`config.mk`:
```
export PLATFORM = sky130hd
export DESIGN_NAME = tri_vertex_animator_flat
export DESIGN_NICKNAME = d
export VERILOG_FILES = /design/src/rtl/tri_vertex_animator_if.sv /design/src/rtl/tri_vertex_animator.sv /design/src/flat_wrapper.sv
export SDC_FILE = /design/constraint.sdc
export NUM_CORES = 1
export LEC_CHECK = 0
export CAP_MARGIN = 10
export CORE_MARGIN = 4
export CORE_UTILIZATION = 58
export CTS_CLUSTER_DIAMETER = 40
export DETAILED_ROUTE_END_ITERATION = 8
export MAX_ROUTING_LAYER = met4
export PLACE_DENSITY = 0.87
export SLEW_MARGIN = 30
export SYNTH_ARGS = -nofsm -noshare
export SYNTH_HDL_FRONTEND = slang
export SYNTH_SLANG_ARGS = --single-unit
```
`constraint.sdc`:
```
create_clock -name CLOCK_50 -period 2.7 [get_ports CLOCK_50]
set_input_delay 0.405 -clock CLOCK_50 [delete_from_list [all_inputs] [get_ports CLOCK_50]]
set_output_delay 0.405 -clock CLOCK_50 [all_outputs]
set_load 0.005 [all_outputs]
```
`src/rtl/tri_vertex_animator_if.sv`:
```
// Bus between the raster timing/consumer side and the triangle vertex animator:
// pixel counters and pause in, committed vertex coordinates and update pulse out.
interface tri_vertex_animator_if;
    logic [10:0] cx;
    logic [9:0]  cy;
    logic        pause;
    logic [10:0] x0, x1, x2;
    logic [9:0]  y0, y1, y2;
    logic        upd;

    modport master (
        output cx, cy, pause,
        input  x0, x1, x2, y0, y1, y2, upd
    );

    modport slave (
        input  cx, cy, pause,
        output x0, x1, x2, y0, y1, y2, upd
    );
endinterface

```
`src/rtl/tri_vertex_animator.sv`:
```
// Moves three triangle vertices once per frame with wall bounces; results are committed atomically.
// Optional macro TRI_ANIM_FRAME_DIV_EN: update only every FRAME_DIV non-paused frames.
module tri_vertex_animator #(
    parameter int H_LAST  = 1585,
    parameter int V_LAST  = 525,
    parameter int XMIN    = 0,
    parameter int XMAX    = 1269,
    parameter int YMIN    = 0,
    parameter int YMAX    = 479,
    parameter int STEP_X  = 4,
    parameter int STEP_Y  = 2,
    parameter int X0_INIT = 300,
    parameter int Y0_INIT = 300,
    parameter int X1_INIT = 1000,
    parameter int Y1_INIT = 100,
    parameter int X2_INIT = 600,
`ifdef TRI_ANIM_FRAME_DIV_EN
    parameter int Y2_INIT = 450,
    parameter int FRAME_DIV = 2
`else
    parameter int Y2_INIT = 450
`endif
) (
    input  logic                  CLOCK_50,
    input  logic                  reset,
    tri_vertex_animator_if.slave  bus
);

    localparam logic [11:0] XLO = 12'(XMIN);
    localparam logic [11:0] XHI = 12'(XMAX);
    localparam logic [11:0] YLO = 12'(YMIN);
    localparam logic [11:0] YHI = 12'(YMAX);
    localparam logic [11:0] SX  = 12'(STEP_X);
    localparam logic [11:0] SY  = 12'(STEP_Y);

    typedef enum logic [2:0] {S_WAIT, S_V0, S_V1, S_V2, S_COMMIT} state_t;

    state_t      state;
    logic [11:0] wx0, wy0, wx1, wy1, wx2, wy2;
    logic        dx0, dy0, dx1, dy1, dx2, dy2;   // 1 = moving toward MAX
    logic [10:0] ox0, ox1, ox2;
    logic [9:0]  oy0, oy1, oy2;
    logic        upd_r;
    logic        eof;

    // Returns {new_dir, new_pos}. Clamps to the bound and flips only when the
    // step would overshoot; an exact landing on the bound keeps the direction.
    function automatic logic [12:0] bounce(input logic [11:0] p, input logic dir_pos,
                                           input logic [11:0] step, input logic [11:0] lo,
                                           input logic [11:0] hi);
        logic [12:0] r;
        if (dir_pos) begin
            if (p + step > hi) r = {1'b0, hi};
            else               r = {1'b1, p + step};
        end else begin
            if (p < lo + step) r = {1'b1, lo};
            else               r = {1'b0, p - step};
        end
        return r;
    endfunction

    assign eof = (bus.cx == 11'(H_LAST)) && (bus.cy == 10'(V_LAST));

`ifdef TRI_ANIM_FRAME_DIV_EN
    logic [7:0] fcnt;
`endif

    always_ff @(posedge CLOCK_50) begin
        if (reset) begin
            state <= S_WAIT;
            upd_r <= 1'b0;
            wx0 <= 12'(X0_INIT); wy0 <= 12'(Y0_INIT);
            wx1 <= 12'(X1_INIT); wy1 <= 12'(Y1_INIT);
            wx2 <= 12'(X2_INIT); wy2 <= 12'(Y2_INIT);
            dx0 <= 1'b1; dy0 <= 1'b1;
            dx1 <= 1'b0; dy1 <= 1'b1;
            dx2 <= 1'b1; dy2 <= 1'b0;
            ox0 <= 11'(X0_INIT); oy0 <= 10'(Y0_INIT);
            ox1 <= 11'(X1_INIT); oy1 <= 10'(Y1_INIT);
            ox2 <= 11'(X2_INIT); oy2 <= 10'(Y2_INIT);
`ifdef TRI_ANIM_FRAME_DIV_EN
            fcnt <= 8'd0;
`endif
        end else begin
            upd_r <= 1'b0;
            case (state)
                S_WAIT: begin
                    if (eof && !bus.pause) begin
`ifdef TRI_ANIM_FRAME_DIV_EN
                        if (fcnt == 8'(FRAME_DIV - 1)) begin
                            fcnt  <= 8'd0;
                            state <= S_V0;
                        end else begin
                            fcnt <= fcnt + 8'd1;
                        end
`else
                        state <= S_V0;
`endif
                    end
                end
                S_V0: begin
                    {dx0, wx0} <= bounce(wx0, dx0, SX, XLO, XHI);
                    {dy0, wy0} <= bounce(wy0, dy0, SY, YLO, YHI);
                    state <= S_V1;
                end
                S_V1: begin
                    {dx1, wx1} <= bounce(wx1, dx1, SX, XLO, XHI);
                    {dy1, wy1} <= bounce(wy1, dy1, SY, YLO, YHI);
                    state <= S_V2;
                end
                S_V2: begin
                    {dx2, wx2} <= bounce(wx2, dx2, SX, XLO, XHI);
                    {dy2, wy2} <= bounce(wy2, dy2, SY, YLO, YHI);
                    state <= S_COMMIT;
                end
                S_COMMIT: begin
                    // Working values are always inside the bounds, so the narrower
                    // output registers lose nothing.
                    ox0 <= wx0[10:0]; oy0 <= wy0[9:0];
                    ox1 <= wx1[10:0]; oy1 <= wy1[9:0];
                    ox2 <= wx2[10:0]; oy2 <= wy2[9:0];
                    upd_r <= 1'b1;
                    state <= S_WAIT;
                end
                default: state <= S_WAIT;
            endcase
        end
    end

    assign bus.x0  = ox0;
    assign bus.y0  = oy0;
    assign bus.x1  = ox1;
    assign bus.y1  = oy1;
    assign bus.x2  = ox2;
    assign bus.y2  = oy2;
    assign bus.upd = upd_r;

endmodule

```
`src/flat_wrapper.sv`:
```
// flat-port wrapper written by rule: the top's interface ports become plain ports
module tri_vertex_animator_flat 
#(
    parameter int H_LAST  = 1585,
    parameter int V_LAST  = 525,
    parameter int XMIN    = 0,
    parameter int XMAX    = 1269,
    parameter int YMIN    = 0,
    parameter int YMAX    = 479,
    parameter int STEP_X  = 4,
    parameter int STEP_Y  = 2,
    parameter int X0_INIT = 300,
    parameter int Y0_INIT = 300,
    parameter int X1_INIT = 1000,
    parameter int Y1_INIT = 100,
    parameter int X2_INIT = 600,

    parameter int Y2_INIT = 450

)
  (CLOCK_50, reset, bus_cx, bus_cy, bus_pause, bus_x0, bus_x1, bus_x2, bus_y0, bus_y1, bus_y2, bus_upd);
  tri_vertex_animator_if bus_i ();
  input  logic CLOCK_50;
  input  logic reset;
  input wire logic [$bits(bus_i.cx)-1:0] bus_cx;
  input wire logic [$bits(bus_i.cy)-1:0] bus_cy;
  input wire logic [$bits(bus_i.pause)-1:0] bus_pause;
  output wire logic [$bits(bus_i.x0)-1:0] bus_x0;
  output wire logic [$bits(bus_i.x1)-1:0] bus_x1;
  output wire logic [$bits(bus_i.x2)-1:0] bus_x2;
  output wire logic [$bits(bus_i.y0)-1:0] bus_y0;
  output wire logic [$bits(bus_i.y1)-1:0] bus_y1;
  output wire logic [$bits(bus_i.y2)-1:0] bus_y2;
  output wire logic [$bits(bus_i.upd)-1:0] bus_upd;
  assign bus_i.cx = bus_cx;
  assign bus_i.cy = bus_cy;
  assign bus_i.pause = bus_pause;
  assign bus_x0 = bus_i.x0;
  assign bus_x1 = bus_i.x1;
  assign bus_x2 = bus_i.x2;
  assign bus_y0 = bus_i.y0;
  assign bus_y1 = bus_i.y1;
  assign bus_y2 = bus_i.y2;
  assign bus_upd = bus_i.upd;
  tri_vertex_animator #(.H_LAST(H_LAST), .V_LAST(V_LAST), .XMIN(XMIN), .XMAX(XMAX), .YMIN(YMIN), .YMAX(YMAX), .STEP_X(STEP_X), .STEP_Y(STEP_Y), .X0_INIT(X0_INIT), .Y0_INIT(Y0_INIT), .X1_INIT(X1_INIT), .Y1_INIT(Y1_INIT), .X2_INIT(X2_INIT), .Y2_INIT(Y2_INIT)) u_core (.CLOCK_50(CLOCK_50), .reset(reset), .bus(bus_i));
endmodule
```
* Word-level counts from Yosys, hierarchy flattened
Cells that the tools add are included.
** Storage, ports and cells
- Output and inout bits :: 64
- Register bits :: 145
** Operators by class
- Multiplexer cells :: 21
- $add $sub $neg :: 12
- Magnitude comparators :: 12
- Eq/ne operators :: 7
- Reductions and logical operators :: 4
** Operator list (count)
- 13-bit 2-to-1 mux :: 18
- 12-bit by 2-bit adder with 12-bit output (second input constant) :: 3
- 12-bit by 3-bit adder with 12-bit output (second input constant) :: 3
- 12-bit by 11-bit > comparator with 1-bit output (second input constant) :: 3
- 12-bit by 9-bit > comparator with 1-bit output (second input constant) :: 3
- 12-bit by 2-bit less-than comparator with 1-bit output (second input constant) :: 3
- 12-bit by 3-bit less-than comparator with 1-bit output (second input constant) :: 3
- 12-bit by 2-bit subtractor with 12-bit output (second input constant) :: 3
- 12-bit by 3-bit subtractor with 12-bit output (second input constant) :: 3
- 3-bit one-hot mux with 4 select lines :: 1
- 11-bit equality test (second input constant) :: 1
- 10-bit equality test (second input constant) :: 1
- 3-bit by 2-bit equality test with 1-bit output (second input constant) :: 2
- 3-bit by 1-bit equality test with 1-bit output (second input constant) :: 1
- 3-bit equality test (second input constant) :: 1
- 3-bit logical NOT :: 1
- 3-bit 2-to-1 mux :: 1
- 1-bit logical AND :: 2
- 2-bit by 1-bit inequality test with 1-bit output (second input constant) :: 1
- 1-bit logical NOT :: 1
- 1-bit 2-to-1 mux :: 1

* Longest topological paths before layout
Gate-level depths: netlist of run 1.
- Depth in word-level cells :: 5
- Mapped depth :: 10
- Gate-level depth less buffers :: 8

* Worst setup path before layout of run 1
No wires, ideal clock.
- Path kind :: register to register
- Start :: register u_core.wx1[2]
- End :: register u_core.wx1[3]
- Data required time :: 2557 ps
- Cell stages (with the launch flop) :: 10
- Arrival :: 2098 ps
- Path slack :: 459 ps
- Setup time :: 143 ps
- Buffers on the path :: 1
- Cells stage by stage :: dfxtp_1 -> buf_2 -> inv_1 -> ha_1 -> nand2_1 -> a2111oi_1 -> o21ai_0 -> a21o_1 -> a211oi_1 -> o221ai_1
** Between the ends
- Longest elaborated chain between the ends :: 4
- Elaborated cells between the ends (all ways) :: 7
- Classes of those cells :: add/sub (2); order compare (2); mux (3)
** RTL lines
- from (decl) :: RTL line tri_vertex_animator.sv:39 : logic [11:0] wx0, wy0, wx1, wy1, wx2, wy2;
- from (signal assigned) :: RTL line tri_vertex_animator.sv:73 : wx1 <= 12'(X1_INIT); wy1 <= 12'(Y1_INIT);
- from (signal assigned) :: RTL line tri_vertex_animator.sv:107 : {dx1, wx1} <= bounce(wx1, dx1, SX, XLO, XHI);
- 12-bit by 3-bit adder with 12-bit output :: RTL line tri_vertex_animator.sv:53, tri_vertex_animator.sv:54
- 12-bit by 11-bit > comparator with 1-bit output :: RTL line tri_vertex_animator.sv:53 : if (p + step > hi) r = {1'b0, hi};
- 13-bit 2-to-1 mux :: RTL line tri_vertex_animator.sv:53
- 13-bit 2-to-1 mux * :: RTL line tri_vertex_animator.sv:52 : if (dir_pos) begin
Every way passes the cells marked *; elsewhere a longest branch is shown, timed or not.
A chain may end at the register's enable or synchronous reset.

* Final worst setup path of run 1
- Start :: register u_core.wx0[3]
- End :: register u_core.wx0[0]
** Between the ends
- Longest elaborated chain between the ends :: 4
- Elaborated cells between the ends (all ways) :: 6
- Classes of those cells :: add/sub (1); order compare (2); mux (3)
** RTL lines
- from (decl) :: RTL line tri_vertex_animator.sv:39
- from (signal assigned) :: RTL line tri_vertex_animator.sv:72 : wx0 <= 12'(X0_INIT); wy0 <= 12'(Y0_INIT);
- from (signal assigned) :: RTL line tri_vertex_animator.sv:102 : {dx0, wx0} <= bounce(wx0, dx0, SX, XLO, XHI);
- 12-bit by 3-bit adder with 12-bit output :: RTL line tri_vertex_animator.sv:53
- 12-bit by 11-bit > comparator with 1-bit output :: RTL line tri_vertex_animator.sv:53
- 13-bit 2-to-1 mux :: RTL line tri_vertex_animator.sv:53
- 13-bit 2-to-1 mux * :: RTL line tri_vertex_animator.sv:52
Marks and branches as above.

==> key figures, run 1 <==
Status
  • Status: complete, no violations

Min path
  • Min-delay worst type: register to register
  • Hold Path Origin: u_core.bus.y2[3]
  • Worst hold path depth: 2

Timing
  • Worst Tran Pin Value: ~670 ps
  • Max-slew violations: 0
  • Worst slew margin: between 50% and 60%
  • Final setup TNS: 0 ps
  • Worst clock skew: between 7 and 8 ps
  • Final hold violations: 0
  • Tmin final: about 2600 ps
  • Maximum operating frequency: between 300 and 400 MHz
  • Fin crit share: 94.74%
  • Setup Viol. Count Final: 0
  • RSZ-0062 raised after global routing: no

Synthesis
  • Number of flops mapped to enable cells by yosys: 0
  • Seq/Total Area, Yosys: 32.74%
  • Yosys cell types: 92
  • Ys flop type: dfxtp_1
  • #FFs+latches synth: around 140
  • Avg Synthesized Cell Area: between 7 and 8 um^2
  • Synth Warn #: 0
  • Cells after Synth: about 1100
  • Async S/R FF share, synth: 0%
  • Post-synthesis cell area: 0.008498 mm^2

Clock network
  • CTS sink cnt: ~140
  • H-Tree Depth: 4
  • Worst-case clock buffer depth: 2
  • Clock Latency Late Sink: between 400 and 500 ps
  • Worst-path clk slew: around 60 ps
  • # hold bufs at CTS: 0
  • CTS tree: yes
  • CTS Buf Count: 17
  • CTS root buf: clkbuf_16
  • Post-CTS Setup Inserts: 0

Critical path
  • Worst path arrival time: around 2900 ps
  • Crit path required time: 3040 ps
  • Critical Path Sink Type: register
  • Worst path slowest cell: dfxtp_1
  • Largest stage delay, worst path: 500 ps
  • Crit Reg-Reg Endpoint: u_core.wx0[0]
  • Critical-path maximum fanout: 12
  • Worst path buffer plus inverter count: 0
  • FF-to-FF path depth: 7
  • Critical path origin: u_core.wx0[3]
  • Crit-path cells: ha_1 > nand3_2 > o21a_1 > a311oi_1 > a21boi_2 > a21oi_1 > a311oi_1
  • Crit Path Class: register to register
  • Crit start category: register
  • CP top delay family: compound AO/OA/AOI/OAI gates
  • WP depth: 7
  • Reg2reg start: u_core.wx0[3]
  • Crit path top cell by count: a311oi_1
  • Crit path capture: u_core.wx0[0]
  • Reg2Reg Setup Slack: 140 ps

Detailed routing
  • Routed Antenna Nets: 0
  • 1st-pass router iterations: 5
  • Initial detailed-routing violation count: roughly 1100
  • Mean number of vias per cell: between 6 and 7
  • Vias: roughly 9000
  • WL final: 23540 um
  • DRC: 0
  • Wire length per cell: about 17 um

Global routing
  • Gr ovfl total: 0
  • Vias in the first global route: a little over 8000
  • Total GRT Usage: between 20 and 30%
  • First-pass GRT wire length: 39610 um
  • Largest net degree at the start of global routing: 55
  • Met2 usage: around 44%
  • Antenna violations before repair: 0
  • GRT busiest layer: met2
  • Met3 usage: under 10%
  • Met1 Use GR: between 30% and 40%

Floorplan
  • Initial Utilization: about three fifths
  • Core ar.: ~0.014 mm^2
  • Die area: 0.01665 mm^2
  • Die height: 129.0 um
  • FP Rows: 43
  • Top Ports: 88
  • Die width: roughly 130 um

Flow run
  • Max Cap Violations: 0

Placed design
  • Final HPWL DP: 15950 um
  • Routability congestion estimate: 0.9830
  • Placed instance area: ~0.0095 mm^2
  • IO buf count: 84

Layout
  • Post-layout instance area: 0.01005 mm^2
  • Nets: 1224
  • Layout cell share with drive strength beyond 1: 10.25%
  • Commonest non-fill, non-tap cell in the layout: nand2_1
  • Synthesis-to-layout area growth: 18.21%
  • Number of fill cells: about 1100
  • Commonest cells after routing, fill and taps aside: nand2_1, dfxtp_1, a21oi_1, clkdlybuf4s50_1, o21ai_0
  • Antenna Cells: 0

Power and ir drop
  • Max IR drop VDD: 0.4363 mV
  • Power Total: between 4 and 5 mW
  • Leak: approximately 3.6 nW
  • Cell area power density: around 440 mW/mm^2
-- sequential cells by signal, summed over array words and instances, names as in the netlist --
signal,cells
u_core.bus.x0,10
u_core.wx2,11
u_core.wx1,11
u_core.dx2,1
u_core.bus.x2,10
u_core.bus.y0,10
u_core.dx0,1
u_core.dy2,1
u_core.bus.upd,1
u_core.bus.y2,10
u_core.wx0,11
u_core.wy0,12
u_core.bus.x1,10
u_core.bus.y1,10
u_core.dx1,1
u_core.dy0,1
u_core.wy1,12
u_core.wy2,12
u_core.state,3
u_core.dy1,1
-- layout make-up --
type,count,area [um^2],share of cell area (%)
clock buffers,20,466.7,4.646
clock inverters,11,95.09,0.9466
repair buffers,127,1184,11.78
inverters,33,123.9,1.233
well taps,180,225.2,2.242
multi-input cells,870,5169,51.45
flip-flops and latches,139,2783,27.70
-- worst min path at each step --
| stage | slack [ps] | end |
|---|---|---|
| 2_1_floorplan | 430 | u_core.bus.y1[0] |
| 3_3_place_gp | 440 | u_core.bus.x1[4] |
| 3_5_place_dp | 450 | u_core.bus.y2[3] |
| 4_1_cts | 450 | u_core.bus.y2[3] |
| 5_1_grt | 470 | u_core.bus.x1[10] |
| 6_report | 450 | u_core.bus.y2[3] |
-- timing repair --
action                                  CTS  global route
endpoints found under the hold margin     0             0
endpoints found under the setup margin    0             8
gates resized for setup                   0             1
-- stage by stage --
stage | setup WS (ps) | hold WS (ps) | util, % | std cells
final | 142.0 | 451.3 | 71.27 | 1380
after global placement | 250.7 | 442.1 | 67.25 | 1349
after global routing | 7.700 | 474.5 | 71.27 | 1380
after detailed placement | 103.0 | 446.4 | 67.25 | 1349
after floorplan | 458.8 | 428.4 | - | 1148
after CTS | 84.08 | 454.6 | 71.23 | 1380
-- power by group --
group / leakage [nW] / switching (mW) / internal, mW
sequential: 1.12 / 0.0141 / 2.06
clock: 0.274 / 0.898 / 1.33
combinational: 2.18 / 0.0608 / 0.0519
-- routing by layer --
metal  vias to the layer above  routed length, um
li1                       4233                  -
met1                      4144              10370
met2                       480              10840
met3                        54               1790
met4                         0                541
met5                         -                  0
-- tightest hold or removal path: cells and delay by family (launching register included) --
family / cells / cell delay [ps]
AOI/OAI and AO/OA: 1 / 50
DFF: 1 / 300
and+or+nand+nor: 1 / 50
-- synthesized netlist by cell type, types with 4 or more instances --
| cell | instances | area share [%] |
|---|---|---|
| nor2_1 | 70 | 3.1 |
| o311ai_0 | 5 | 0.52 |
| nor3_1 | 52 | 3.1 |
| mux2i_1 | 5 | 0.59 |
| xnor2_1 | 26 | 2.7 |
| a31oi_1 | 15 | 1.1 |
| o21bai_1 | 4 | 0.35 |
| xor2_1 | 14 | 1.4 |
| nand2_1 | 175 | 7.7 |
| a41oi_1 | 4 | 0.41 |
| nor4b_1 | 6 | 0.62 |
| a21oi_1 | 107 | 6.3 |
| nand3_1 | 46 | 2.7 |
| o22ai_1 | 4 | 0.29 |
| a211o_1 | 4 | 0.41 |
| and2_1 | 10 | 0.74 |
| a21o_1 | 7 | 0.62 |
| nor3b_1 | 7 | 0.62 |
| a221oi_1 | 8 | 0.82 |
| a311oi_1 | 4 | 0.41 |
| clkbuf_1 | 69 | 3.0 |
| buf_1 | 4 | 0.18 |
| buf_2 | 26 | 1.5 |
| buf_4 | 4 | 0.35 |
| nand4_1 | 18 | 1.3 |
| nand3b_1 | 7 | 0.62 |
| o31ai_1 | 9 | 0.79 |
| a21boi_0 | 4 | 0.35 |
| o21a_1 | 6 | 0.53 |
| nand4b_1 | 4 | 0.41 |
| or4_1 | 9 | 0.79 |
| or3_1 | 9 | 0.66 |
| ha_1 | 12 | 1.8 |
| inv_1 | 32 | 1.4 |
| or2_2 | 12 | 0.88 |
| nor4_1 | 13 | 0.96 |
| and4_1 | 6 | 0.62 |
| o21ai_0 | 72 | 4.2 |
| dfxtp_1 | 139 | 33 |
| and3_1 | 7 | 0.52 |
| o211ai_1 | 25 | 2.2 |
| a211oi_1 | 4 | 0.35 |
| a32oi_1 | 6 | 0.62 |
-- logic make-up after synthesis --
group,Yosys count,share of synthesized area [%]
adder cells (fa/ha/maj),12,1.767
flip-flops,139,32.74
multiplexers,7,0.8540
AND/OR/NAND/NOR,477,28.46
other,1,0.04413
XOR/XNOR,40,4.123
buffers and inverters,139,6.743
AO/OA/AOI/OAI,331,25.26
No activity file was read; power rests on OpenSTA's default activity.
==> run 2: changes to the inputs <==
- PLACE_DENSITY: 0.87 -> 0.81
==> run 2 against run 1 <==
Flip-flop and latch count did not move. First-iteration DRC count fell by 8.6%. Combinational power barely moved. Critical path depth did not move. Register-to-register slack improved by 50 ps. Hold slack improved by 0.67 ps. Die area did not move. Clock power rose by 19%. Sequential power barely moved. Non-clock buffer count fell by 1. Maximum frequency rose by 1.8%.
==> key figures, run 2 (same netlist as run 1, synthesis figures left out) <==
Clock network
  • Clock Latency Late Sink: ~420 ps
  • CTS tree: yes
  • Post-cts resize count: 0
  • Post-CTS Setup Inserts: 0
  • # hold bufs at CTS: 0
  • Worst-path clk slew: ~60 ps
  • CTS Buf Count: 17
  • Worst-case clock buffer depth: 2
  • CTS root buf: clkbuf_16
  • CTS sink cnt: approximately 140
  • H-Tree Depth: 4

Layout
  • Commonest non-fill, non-tap cell in the layout: nand2_1
  • Layout cell share with drive strength beyond 1: 10.25%
  • Nets: between 1000 and 1500
  • Commonest cells after routing, fill and taps aside: nand2_1, dfxtp_1, a21oi_1, clkdlybuf4s50_1, o21ai_0
  • Synthesis-to-layout area growth: 19.42%
  • Antenna Cells: 0
  • Biggest regs: u_core.wy0 (12), u_core.wy1 (12), u_core.wy2 (12)
  • Final core utilization: about 72%

Detailed routing
  • Mean number of vias per cell: ~6.3
  • 1st-pass router iterations: 5
  • DRC: 0
  • Vias: about 8700
  • Wire length per cell: approximately 17 um
  • Initial detailed-routing violation count: 1033
  • WL final: ~23000 um
  • Routed Antenna Nets: 0

Critical path
  • Worst path arrival time: approximately 2900 ps
  • Crit Reg-Reg Endpoint: u_core.wx0[0]
  • Worst path slowest cell: dfxtp_1
  • CP top delay family: compound AO/OA/AOI/OAI gates
  • Reg2Reg Setup Slack: approximately 190 ps
  • Reg2reg start: u_core.wx0[3]
  • Critical Path Sink Type: register
  • Crit start category: register
  • Crit Path Class: register to register
  • Crit-path cells: ha_1 > nand3_2 > o21a_1 > a311oi_1 > a21boi_2 > a21oi_1 > a311oi_1
  • FF-to-FF path depth: 7
  • Worst path buffer plus inverter count: 0
  • Critical-path maximum fanout: 12
  • Crit path required time: ~3000 ps
  • Crit path top cell by count: a311oi_1
  • Largest stage delay, worst path: ~500 ps

Min path
  • Hold Path Origin: u_core.bus.x1[10]
  • Hold Path Sink: u_core.bus.x1[10]
  • Worst hold path depth: 2
  • Min-delay worst type: register to register

Floorplan
  • Die area: 0.01665 mm^2
  • FP Rows: 43
  • Die width: roughly 130 um
  • Top Ports: about 90
  • Core ar.: between 0.01 and 0.015 mm^2
  • Initial Utilization: 60.29%
  • Die height: around 130 um

Timing
  • Max-slew violations: 0
  • Fin crit share: slightly above 90%
  • Worst Tran Pin Value: ~620 ps
  • Maximum operating frequency: around 400 MHz
  • Worst slew margin: 58.13%
  • Final hold violations: 0
  • Tmin final: roughly 2500 ps
  • RSZ-0062 raised after global routing: no
  • Worst clock skew: 5.580 ps
  • Setup Viol. Count Final: 0
  • Final setup TNS: 0 ps

Global routing
  • First-pass GRT wire length: about 38000 um
  • Largest net degree at the start of global routing: 85
  • Antenna violations before repair: 0
  • Gr ovfl total: 0
  • Vias in the first global route: 7770
  • Total GRT Usage: between 20 and 30%

Power and ir drop
  • Cell area power density: roughly 480 mW/mm^2
  • Leak: 3.612 nW
  • Max IR drop VDD: ~0.40 mV

Placed design
  • IO buf count: 84
  • Final HPWL DP: ~15000 um
  • Routability congestion estimate: between 0.9 and 1

Status
  • Status: complete, no violations

Flow run
  • Max Cap Violations: 0
run 2: cell types whose count changed in the layout (fill, tap and decap cells not counted), sizes merged:
cell and change:
buf -1, bufinv +5, clkbuf -3, clkinv -2, clkinvlp +1
run 2: area by class of cell:
cell class                      count  area (um^2)
Multi-Input combinational cell    870         5169
Tap cell                          180        225.2
Timing Repair Buffer              126         1176
Sequential cell                   139         2783
Clock inverter                     15        246.5
Fill cell                        1142         3948
Inverter                           33        123.9
Clock buffer                       17        425.4
run 2: power by group:
| group | total (mW) | internal (mW) | leakage [nW] | switching (mW) |
|---|---|---|---|---|
| combinational | 0.111 | 0.0511 | 2.17 | 0.0597 |
| clock | 2.65 | 1.73 | 0.315 | 0.918 |
| sequential | 2.07 | 2.06 | 1.12 | 0.0122 |
| total | 4.83 | 3.84 | 3.61 | 0.989 |
run 2: metrics by stage:
step	power (mW)	setup slack [ps]	area, um^2	instances	hold WS [ps]
after floorplan	2.172	458.8	8506	1148	428.4
after global placement	2.221	271.4	9472	1348	441.6
after detailed placement	2.222	125.3	9472	1348	447.1
after CTS	4.853	118.0	10140	1380	455.4
after global routing	4.973	62.11	10150	1380	471.5
final	4.829	187.5	10150	1380	452.0
run 2: layer usage:
metal  up-vias  GRT usage (%)  routed length [um]
li1       4223              -                   -
met1      4046          40.48               10720
met2       408          41.89               10440
met3        44          5.070                1697
met4         0          8.647                 401
met5         -              -                   0
run 2: worst min-delay path: stages (launching register included):
cell and delay (ps):
dfxtp_1 300, nand2_1 50, a21oi_1 50
run 2: worst max-delay path by stage:
| stage | start | to | cells past startpoint |
|---|---|---|---|
| finish | u_core.wx0[3] | u_core.wx0[0] | 7 |
| CTS | u_core.wx0[3] | u_core.wx0[0] | 7 |
| detailed placement | u_core.wx0[3] | u_core.wx0[0] | 7 |
| global placement | u_core.wx0[3] | u_core.wx0[0] | 7 |
| global route | u_core.wx1[3] | u_core.wx1[3] | 8 |
| floorplan | u_core.wx1[2] | u_core.wx1[3] | 9 |
==> run 3: changes to the inputs <==
- SLEW_MARGIN: 30 -> unset
==> results of run 3 <==
Final layout, timing and power as in run 2 (identical DEF).
